**src/rtl/alu_pkg.sv**
```systemverilog
// Shared constants and types for the ALU arbiter slice: data/control widths,
// ALU opcode encodings and the requester identifier used by the round-robin pointer.
package alu_pkg;

   localparam int unsigned DATA_W = 16;
   localparam int unsigned OP_W   = 4;

   localparam logic [3:0] ALU_ADD = 4'b0000;
   localparam logic [3:0] ALU_SUB = 4'b0001;
   localparam logic [3:0] ALU_SLL = 4'b0010;
   localparam logic [3:0] ALU_AND = 4'b0011;

   typedef enum logic {
      REQ0 = 1'b0,
      REQ1 = 1'b1
   } req_id_t;

endpackage

```
**src/rtl/rr_arb2.sv**
```systemverilog
// Two-way round-robin arbiter: combinational one-hot grant, with a last-grant
// pointer that moves only when a grant is actually issued.
module rr_arb2 (
   input  logic       clk,
   input  logic       rst_n,
   input  logic [1:0] eligible,
   output logic [1:0] grant
);
   import alu_pkg::*;

   req_id_t last_grant;

   // On a tie the requester that was not granted last wins.
   always_comb begin
      grant = '0;
      case (eligible)
         2'b01:   grant = 2'b01;
         2'b10:   grant = 2'b10;
         2'b11:   grant = (last_grant == REQ1) ? 2'b01 : 2'b10;
         default: grant = '0;
      endcase
   end

   always_ff @(posedge clk) begin
      if (!rst_n) begin
         last_grant <= REQ1;
      end else if (grant[0]) begin
         last_grant <= REQ0;
      end else if (grant[1]) begin
         last_grant <= REQ1;
      end
   end

endmodule

```
**src/rtl/alu_arbiter.sv**
```systemverilog
// Shares one external ALU between two requesters: muxes the granted operands onto
// the ALU and captures its result and zero flag into that requester's response slot.
module alu_arbiter #(
   parameter int unsigned DATA_W = alu_pkg::DATA_W,
   parameter int unsigned OP_W   = alu_pkg::OP_W
) (
   input  logic              clk,
   input  logic              rst_n,
   input  logic              req0_valid,
   output logic              req0_ready,
   input  logic [OP_W-1:0]   req0_op,
   input  logic [DATA_W-1:0] req0_a,
   input  logic [DATA_W-1:0] req0_b,
   input  logic              req1_valid,
   output logic              req1_ready,
   input  logic [OP_W-1:0]   req1_op,
   input  logic [DATA_W-1:0] req1_a,
   input  logic [DATA_W-1:0] req1_b,
   output logic              rsp0_valid,
   input  logic              rsp0_ready,
   output logic [DATA_W-1:0] rsp0_result,
   output logic              rsp0_zero,
   output logic              rsp1_valid,
   input  logic              rsp1_ready,
   output logic [DATA_W-1:0] rsp1_result,
   output logic              rsp1_zero,
   output logic [DATA_W-1:0] alu_in_a,
   output logic [DATA_W-1:0] alu_in_b,
   output logic [OP_W-1:0]   alu_cont,
   input  logic [DATA_W-1:0] alu_output,
   input  logic              alu_zero
);
   import alu_pkg::*;

   logic [1:0] slot_free;
   logic [1:0] eligible;
   logic [1:0] grant;

   // A slot draining this cycle can accept a new result in the same cycle.
   assign slot_free = {~rsp1_valid | rsp1_ready, ~rsp0_valid | rsp0_ready};
   assign eligible  = {2{rst_n}} & {req1_valid, req0_valid} & slot_free;

   rr_arb2 u_arb (
      .clk      (clk),
      .rst_n    (rst_n),
      .eligible (eligible),
      .grant    (grant)
   );

   assign req0_ready = grant[0];
   assign req1_ready = grant[1];

   always_comb begin
      alu_in_a = '0;
      alu_in_b = '0;
      alu_cont = '0;
      if (grant[0]) begin
         alu_in_a = req0_a;
         alu_in_b = req0_b;
         alu_cont = req0_op;
      end else if (grant[1]) begin
         alu_in_a = req1_a;
         alu_in_b = req1_b;
         alu_cont = req1_op;
      end
   end

   always_ff @(posedge clk) begin
      if (!rst_n) begin
         rsp0_valid  <= 1'b0;
         rsp0_result <= '0;
         rsp0_zero   <= 1'b0;
         rsp1_valid  <= 1'b0;
         rsp1_result <= '0;
         rsp1_zero   <= 1'b0;
      end else begin
         if (grant[0]) begin
            rsp0_valid  <= 1'b1;
            rsp0_result <= alu_output;
            rsp0_zero   <= alu_zero;
         end else if (rsp0_ready) begin
            rsp0_valid  <= 1'b0;
         end
         if (grant[1]) begin
            rsp1_valid  <= 1'b1;
            rsp1_result <= alu_output;
            rsp1_zero   <= alu_zero;
         end else if (rsp1_ready) begin
            rsp1_valid  <= 1'b0;
         end
      end
   end

endmodule

```
**config.mk**
```make
export PLATFORM = sky130hd
export DESIGN_NAME = alu_arbiter
export DESIGN_NICKNAME = d
export VERILOG_FILES = /design/src/rtl/alu_pkg.sv /design/src/rtl/rr_arb2.sv /design/src/rtl/alu_arbiter.sv
export SDC_FILE = /design/constraint.sdc
export NUM_CORES = 1
export LEC_CHECK = 0
export CAP_MARGIN = 20
export CORE_AREA = 2 2 65 67
export CTS_CLUSTER_DIAMETER = 120
export DETAILED_ROUTE_END_ITERATION = 16
export DIE_AREA = 0 0 67 69
export DONT_BUFFER_PORTS = 1
export GPL_ROUTABILITY_DRIVEN = 0
export PLACE_DENSITY = 0.73
export RECOVER_POWER = 50
export SETUP_SLACK_MARGIN = 0.4
export SYNTH_ARGS = -nofsm -noshare
export SYNTH_HDL_FRONTEND = slang
export SYNTH_HIERARCHICAL = 1
export SYNTH_SLANG_ARGS = --single-unit
```
**constraint.sdc**
```tcl
create_clock -name clk -period 3 [get_ports clk]
set_clock_uncertainty 0.2 [all_clocks]
set_input_delay 0.9 -clock clk [delete_from_list [all_inputs] [get_ports clk]]
set_output_delay 0.9 -clock clk [all_outputs]
set_load 0.03 [all_outputs]
```
[Yosys cells after proc, flatten, opt, wreduce, memory -nomap -nowiden]
Index checks and enable logic that the tools add are counted.
Word-level totals
  RAM bits: 0
  input port bits: 95
  latch bits: 0
  ROM bits: 0
  output and inout port bits: 74
  memories: 0
  flip-flop bits (word level): 37
Operators by class
  multiplexer cells: 14
  multiply operators: 0
  shift-type cells: 0
  reductions and logical operators: 3
  equality and inequality tests: 3
  divide/modulo/power cells: 0
  $lt $le $gt $ge: 0
  bitwise logic cells: 6
  $add $sub $neg: 0
Operators with widths (count)
  16-bit 2-to-1 mux: 4
  4-bit 2-to-1 mux: 2
  1-bit 2-to-1 mux: 6
  2-bit one-hot mux with 3 select lines: 1
  2-bit nonzero test: 3
  2-bit AND: 2
  2-bit equality test, second input constant: 2
  2-bit by 1-bit equality test with 1-bit output, second input constant: 1
  2-bit 2-to-1 mux: 1
  1-bit NOT: 2
  1-bit OR: 2

[Depth between registers and ports, before layout]
Gate-level depths: netlist of the first run.
  depth after elaboration: 7
  depth in mapped cells: 9
  depth with buffers taken out: 6

[By module]
The synthesis of the first run kept the hierarchy.
By module, submodules not included
  alu_arbiter: cells each 165, times used 1, area an instance 1770.4 um2, seq. area each 720.7 um2
  rr_arb2: cells each 7, times used 1, area an instance 61.3 um2, seq. area each 20.0 um2

[Least setup slack after synthesis of the first run]
Ideal clock, no wire load.
  kind: input to output
  start point: in rst_n
  end point: out alu_cont[0]
  setup slack: -1.145 ns
  data required time: 1.900 ns
  data arrival time: 3.045 ns
  stages: 7
  cells stage by stage: clkbuf_1 -> and3_1 -> a21boi_0 -> buf_6 -> buf_4 -> buf_2 -> a22o_1
On the way
  elaborated cells on any way between the ends: 8
RTL lines
  start: declaration: line alu_arbiter.sv:8  | input logic rst_n,
  2-bit AND * (2 in series): line alu_arbiter.sv:41  | assign eligible = {2{rst_n}} & {req1_valid, req0_valid} & slot_free;
  net eligible[0]: line alu_arbiter.sv:36  | logic [1:0] eligible;
  2-bit equality test or 2-bit by 1-bit equality test with 1-bit output (tied branches): line rr_arb2.sv:16  | case (eligible)
  2-bit one-hot mux with 3 select lines *: line rr_arb2.sv:16
  net req0_ready: line alu_arbiter.sv:10  | output logic req0_ready,
  4-bit 2-to-1 mux *: line alu_arbiter.sv:57  | if (grant[0]) begin
  end: declaration: line alu_arbiter.sv:29  | output logic [OP_W-1:0] alu_cont,
Mark *: on every way through the listed nets, which the timed path passes. The rest lies on a longest branch.

[Worst setup path in the final report of the first run]
  start point: in rsp0_ready
  end point: out alu_in_b[10]
On the way
  cells in the longest elaborated chain, start to end: 6
  elaborated cells on any way between the ends: 8
Ends and longest elaborated chain
  start: declaration: line alu_arbiter.sv:20  | input logic rsp0_ready,
  1-bit OR *: line alu_arbiter.sv:40  | assign slot_free = {~rsp1_valid | rsp1_ready, ~rsp0_valid | rsp0_ready};
  2-bit AND *: line alu_arbiter.sv:41
  net eligible[0]: line alu_arbiter.sv:36
  2-bit equality test or 2-bit by 1-bit equality test with 1-bit output (tied branches): line rr_arb2.sv:16
  2-bit one-hot mux with 3 select lines *: line rr_arb2.sv:16
  16-bit 2-to-1 mux: line alu_arbiter.sv:61  | end else if (grant[1]) begin
  16-bit 2-to-1 mux *: line alu_arbiter.sv:57
  end: declaration: line alu_arbiter.sv:28  | output logic [DATA_W-1:0] alu_in_b,
Marks and branches as above.

==> flow_metrics.tcl, run 1 <==
set metrics [dict create \
    nNetsFinal 279 \
    synth.avg_cell_area_um2 10.6 \
    arrival_ps 2010 \
    worstMarginPinSlew_ps 370 \
    ys_ff_latch 37 \
    hold_path.class "reg2reg" \
    swShare_pct 30.6 \
    synth_xor_xnor_area_share_pct 0 \
    syn-cell-area_mm2 0.00183 \
    grt_max_degree 40 \
    antenna_found_initial 0 \
    worstPathRequired_ps 1900 \
    io_pins 169 \
    power_frac_comb_pct 23.9 \
    fillers 306 \
    synth_compound_area_share_pct 18.9 \
    slew_headroom_pct 75.3 \
    synthAdderAreaFrac_pct 0 \
    grt_usage_pct 22.7 \
    htree_num_levels 2 \
    dr.pass1.iters 2 \
    crit_fanout 26 \
    pre_cts_slack_ps -196 \
    clock_path_buffers 2 \
    synth_area_leaders "dfxtp_1 (40%), mux2i_1 (19%), a22o_1 (17%)" \
    grt_pass1_vias 1474 \
    maxCapViolCount 0 \
    start_kind "input port" \
    synth_top_family_by_area "compound AO/OA/AOI/OAI gates" \
    rrSetupSlack_ps 970 \
    drive_above_1_share_pct 39.5 \
    clkLatencyLatePin_ps 280 \
    core_mm2 0.00391 \
    violations "setup timing" \
    outcome "complete, but fails checks" \
    worst_setup_path_end_kind "output pin" \
    n_antenna_cell 0 \
    hold_buffers 0 \
    syn2layout_area_growth_pct 39.8 \
    worst_slack_ps -111 \
    vias 1383 \
    synth_cell_types 17 \
    post-dp-hpwl_mm 4.03 \
    cts_root_buffer "clkbuf_8" \
    yosys.area_share.simple_pct 14.9 \
    p_int_w 0.000920 \
    max_stage_delay_ps 210 \
    rows 23 \
    power_density_mw_per_mm2 518 \
    hold_viol 0 \
    cts_buffers 5 \
    die_y_um 69 \
    clkTransAtPathRegs_ps 70 \
    clock_power_share_pct 32.4 \
    switchingPower_w 0.000406 \
    setup_viol 36 \
    rsz0062_at_grt "true" \
    antenna_left 0 \
    drt_iter0_drc 17 \
    fp.dieArea_mm2 0.00462 \
    avgViaCountPerCell 5.89 \
    drcViolationCount 0 \
    synth.area.mux_share_pct 18.6 \
    synth_cells 172 \
    ff_latch_area_um2 741 \
    grt_first_pass_wirelength_mm 7.73 \
    yosysTopAreaCellShare_pct 40.4 \
    path_class "in2out" \
    cp_common_cell "nor2b_4" \
    initial_core_util_pct 46.8 \
    drv_slew 0 \
    syn-num-nets 267 \
    wl_per_cell_um 22.6 \
    clock.fmax_mhz 321 \
    period_needed_ps 3110 \
    overflow 0 \
    place_area_mm2 0.00218 \
    period_share_pct 104 \
    setup_tns_ps -3740 \
    final_common_cell "dfxtp_1" \
    yosys.area.top_type "dfxtp_1" \
    drt_wl_total_mm 5.31 \
    power.leakage_nw 1.06 \
    cpMaxStageDelayCell "buf_12" \
    cts.sinks 37 \
    path_cells "nand2b_4 > and3_4 > and2_4 > nor2b_4 > nor2b_4 > buf_12 > a22o_4" \
    multi_input_area_mm2 0.00132 \
    fp.dieW_um 67 \
    ys_seq_area_share_pct 40.4 \
    design_area_mm2 0.00256 \
    peakVddDrop_uv 406 \
    cts_tree "yes" \
    port_buffers 0 \
    yosys_warnings 6 \
    whs_ps 315 \
    pwr-share-seq_pct 43.7 \
    mostFrequentLayoutCells "dfxtp_1 (37), a22o_4 (36), mux2i_1 (34), nor2b_1 (34), buf_4 (9)" \
    total_power_w 0.00133 \
]
through the flow:
stage,std cells,utilization (%)
4_1_cts,235,65.5
2_1_floorplan,172,-
6_report,235,65.4
3_3_place_gp,217,55.7
5_1_grt,235,65.4
3_5_place_dp,217,55.7
cell families after synthesis:
group	Yosys count
and+or+nand+nor	42
AOI/OAI and AO/OA	40
muxes	34
DFF	37
buffers and inverters	19
area by class of cell:
type,count,share of cell area [%]
Multi-Input combinational cell,116,51.4
Sequential cell,37,28.9
Timing Repair Buffer,21,12.3
Clock buffer,5,2.69
Tap cell,50,2.44
Clock inverter,3,1.81
Inverter,3,0.440
layer usage:
metal	track usage, %	routed length [um]	up-vias
met3	8.65	521	11
met5	0	0	-
met1	22.0	1720	644
li1	-	-	642
met4	7.71	92	0
met2	42.1	2970	86
critical path, delay by kind of cell:
kind,cells,cell delay [ps]
AO/OA/AOI/OAI,1,200
AND/OR/NAND/NOR,5,690
buffers and inverters,1,210
timing repair:
action	in CTS	in global routing
pin swaps	0	1
gates resized for setup	18	0
setup endpoints to repair	38	38
cloned	4	0
buffers inserted	6	0
sequential cells by signal, summed over array words and instances (netlist names):
register / count
rsp0_result: 16
rsp1_zero: 1
rsp0_valid: 1
rsp1_valid: 1
rsp1_result: 16
rsp0_zero: 1
u_arb/last_grant: 1
worst paths after layout:
path | cells after the start | end | from
max | 7 | alu_in_b[10] | rsp0_ready
min | 2 | rsp1_valid | rsp1_valid
max reg2reg | 8 | rsp0_result[8] | rsp1_valid
min reg2reg | 2 | rsp1_valid | rsp1_valid
power groups by stage:
stage / Combinational [W] / Clock, W / Sequential [W]
4_1_cts: 0.000320 / 0.000443 / 0.000580
5_1_grt: 0.000332 / 0.000466 / 0.000582
6_report: 0.000317 / 0.000430 / 0.000580
2_1_floorplan: 0.000255 / 0 / 0.000587
3_3_place_gp: 0.000265 / 0 / 0.000589
3_5_place_dp: 0.000270 / 0 / 0.000590
synthesized netlist by cell type (all sizes together):
master	number
a21boi	3
a22o	36
and2	1
and3	2
buf	12
clkbuf	4
dfxtp	37
inv	3
mux2i	34
nand2b	2
nor2	1
nor2b	36
o21ai	1
Power figures use the tool's default switching activity.
==> inputs of run 2 (changes only) <==
--- a/config.mk
+++ b/config.mk
@@ -5,7 +5,7 @@
 export SDC_FILE = /design/constraint.sdc
 export NUM_CORES = 1
 export LEC_CHECK = 0
-export CAP_MARGIN = 20
+export CAP_MARGIN = 40
 export CORE_AREA = 2 2 65 67
 export CTS_CLUSTER_DIAMETER = 120
 export DETAILED_ROUTE_END_ITERATION = 16
==> results of run 2 <==
The final DEF is identical to that of run 1; final timing and power are the same.
==> inputs of run 3 (changes only) <==
--- a/config.mk
+++ b/config.mk
@@ -12,7 +12,7 @@
 export DIE_AREA = 0 0 67 69
 export DONT_BUFFER_PORTS = 1
 export GPL_ROUTABILITY_DRIVEN = 0
-export PLACE_DENSITY = 0.73
+export PLACE_DENSITY_LB_ADDON = 0.15
 export RECOVER_POWER = 50
 export SETUP_SLACK_MARGIN = 0.4
 export SYNTH_ARGS = -nofsm -noshare
==> flow_metrics.tcl, run 3 (same netlist as run 1, synthesis figures left out) <==
set metrics [dict create \
    outcome "complete, but fails checks" \
    violations "setup timing" \
    hold_viol 0 \
    die_y_um 69 \
    worstPathRequired_ps 1900 \
    grt_max_degree 40 \
    drv_slew 0 \
    hold_buffers 0 \
    grt_usage_pct 22.4 \
    rows 23 \
    dr.pass1.iters 4 \
    grt_first_pass_wirelength_mm 7.80 \
    cts_tree "yes" \
    pre_cts_slack_ps -225 \
    crit_fanout 31 \
    cts_buffers 5 \
    clock_path_buffers 2 \
    post-dp-hpwl_mm 3.87 \
    worstMarginPinSlew_ps 376 \
    overflow 0 \
    wl_per_cell_um 23.1 \
    fin_cells 236 \
    arrival_ps 2050 \
    hold_path.class "reg2reg" \
    top_usage_layer "met2" \
    start_kind "input port" \
    grt_use_met1_pct 24.2 \
    htree_num_levels 2 \
    rsz0062_at_grt "true" \
    peakVddDrop_uv 418 \
    worst_setup_path_end_kind "output pin" \
    antenna_found_initial 0 \
    clock.fmax_mhz 317 \
    largestRegisters "rsp0_result: 16 flops, rsp1_result: 16 flops" \
    port_buffers 0 \
    drt_wl_total_mm 5.45 \
    period_needed_ps 3150 \
    n_antenna_cell 0 \
    power_density_mw_per_mm2 500 \
    grtUsageMet2_pct 38.6 \
    power.leakage_nw 1.08 \
    fp.dieW_um 67 \
    final_core_util_pct 66.1 \
    final_common_cell "dfxtp_1" \
    antenna_left 0 \
    grt_pass1_vias 1402 \
    cts.sinks 37 \
    clkTransAtPathRegs_ps 70 \
    use_met3_pct 9.79 \
    place_area_mm2 0.00216 \
    slew_headroom_pct 74.9 \
    syn2layout_area_growth_pct 41.3 \
    design_area_mm2 0.00259 \
    mostFrequentLayoutCells "dfxtp_1 (37), a22o_4 (36), mux2i_1 (34), nor2b_1 (34), buf_4 (9)" \
    io_pins 169 \
    period_share_pct 105 \
    cts_root_buffer "clkbuf_8" \
    core_mm2 0.00391 \
    avgViaCountPerCell 5.81 \
    path_class "in2out" \
    fillers 295 \
    fp.dieArea_mm2 0.00462 \
    drive_above_1_share_pct 39.8 \
    setup_tns_ps -4890 \
    setup_viol 36 \
    nNetsFinal 280 \
    maxCapViolCount 0 \
    initial_core_util_pct 46.8 \
    worst_slack_ps -151 \
    drt_iter0_drc 40 \
    vias 1372 \
    drcViolationCount 0 \
    clkLatencyLatePin_ps 290 \
    placed_cells 215 \
]
-- run 3: cell count changes in the layout (fill, tap and decap cells not counted), sizes merged --
cell      delta
clkbuf       +3
buf          -1
clkinvlp     -1
bufbuf       +1
inv          +1
bufinv       -1
clkinv       -1
-- run 3: metrics by stage --
step | hold WS, ps | power (W)
after floorplan | 289 | 0.000842
after global placement | 293 | 0.000855
after detailed placement | 312 | 0.000860
after CTS | 327 | 0.00130
after global routing | 343 | 0.00134
final | 320 | 0.00129
-- run 3: worst paths after layout --
| check | slack (ps) | depth (start not counted) | start | to |
|---|---|---|---|---|
| worst min-delay path | 320 | 2 | rsp1_valid | rsp1_valid |
| worst max-delay path | -150 | 7 | rsp0_ready | alu_in_b[13] |
| worst max register to register | 900 | 10 | rsp0_valid | rsp0_result[8] |
| worst min register to register | 320 | 2 | rsp1_valid | rsp1_valid |
-- run 3: layout make-up --
class	count	area, um^2	area share (%)
clock buffers	7	96.3	3.72
well taps	50	62.6	2.42
repair buffers	22	352	13.6
multi-input cells	116	1320	50.9
inverters	3	11.3	0.435
clock inverters	1	8.76	0.338
flip-flops and latches	37	741	28.6
-- run 3: what timing repair did --
| action | 4_1_cts | 5_1_grt |
|---|---|---|
| resized for setup | 15 | 0 |
| pin swaps | 0 | 1 |
| hold endpoints to repair | 0 | 0 |
| cloned | 5 | 1 |
| buffers inserted | 5 | 2 |
| endpoints found under the setup margin | 38 | 38 |
-- run 3: where the power goes --
group,total [W],internal (W),switching (W)
clock,0.000386,0.000212,0.000175
sequential,0.000580,0.000516,0.0000635
combinational,0.000327,0.000162,0.000165
total,0.00129,0.000890,0.000403
-- run 3: critical path, stage by stage --
cell	delay [ps]
nand2b_4	120
and3_4	150
and2_4	140
nor2b_4	100
nor2b_4	180
buf_12	230
a22o_4	210
-- run 3: layer usage --
metal	wire, um	vias up
met5	0	-
met4	49	0
met3	637	6
met2	2810	84
met1	1950	638
li1	-	644
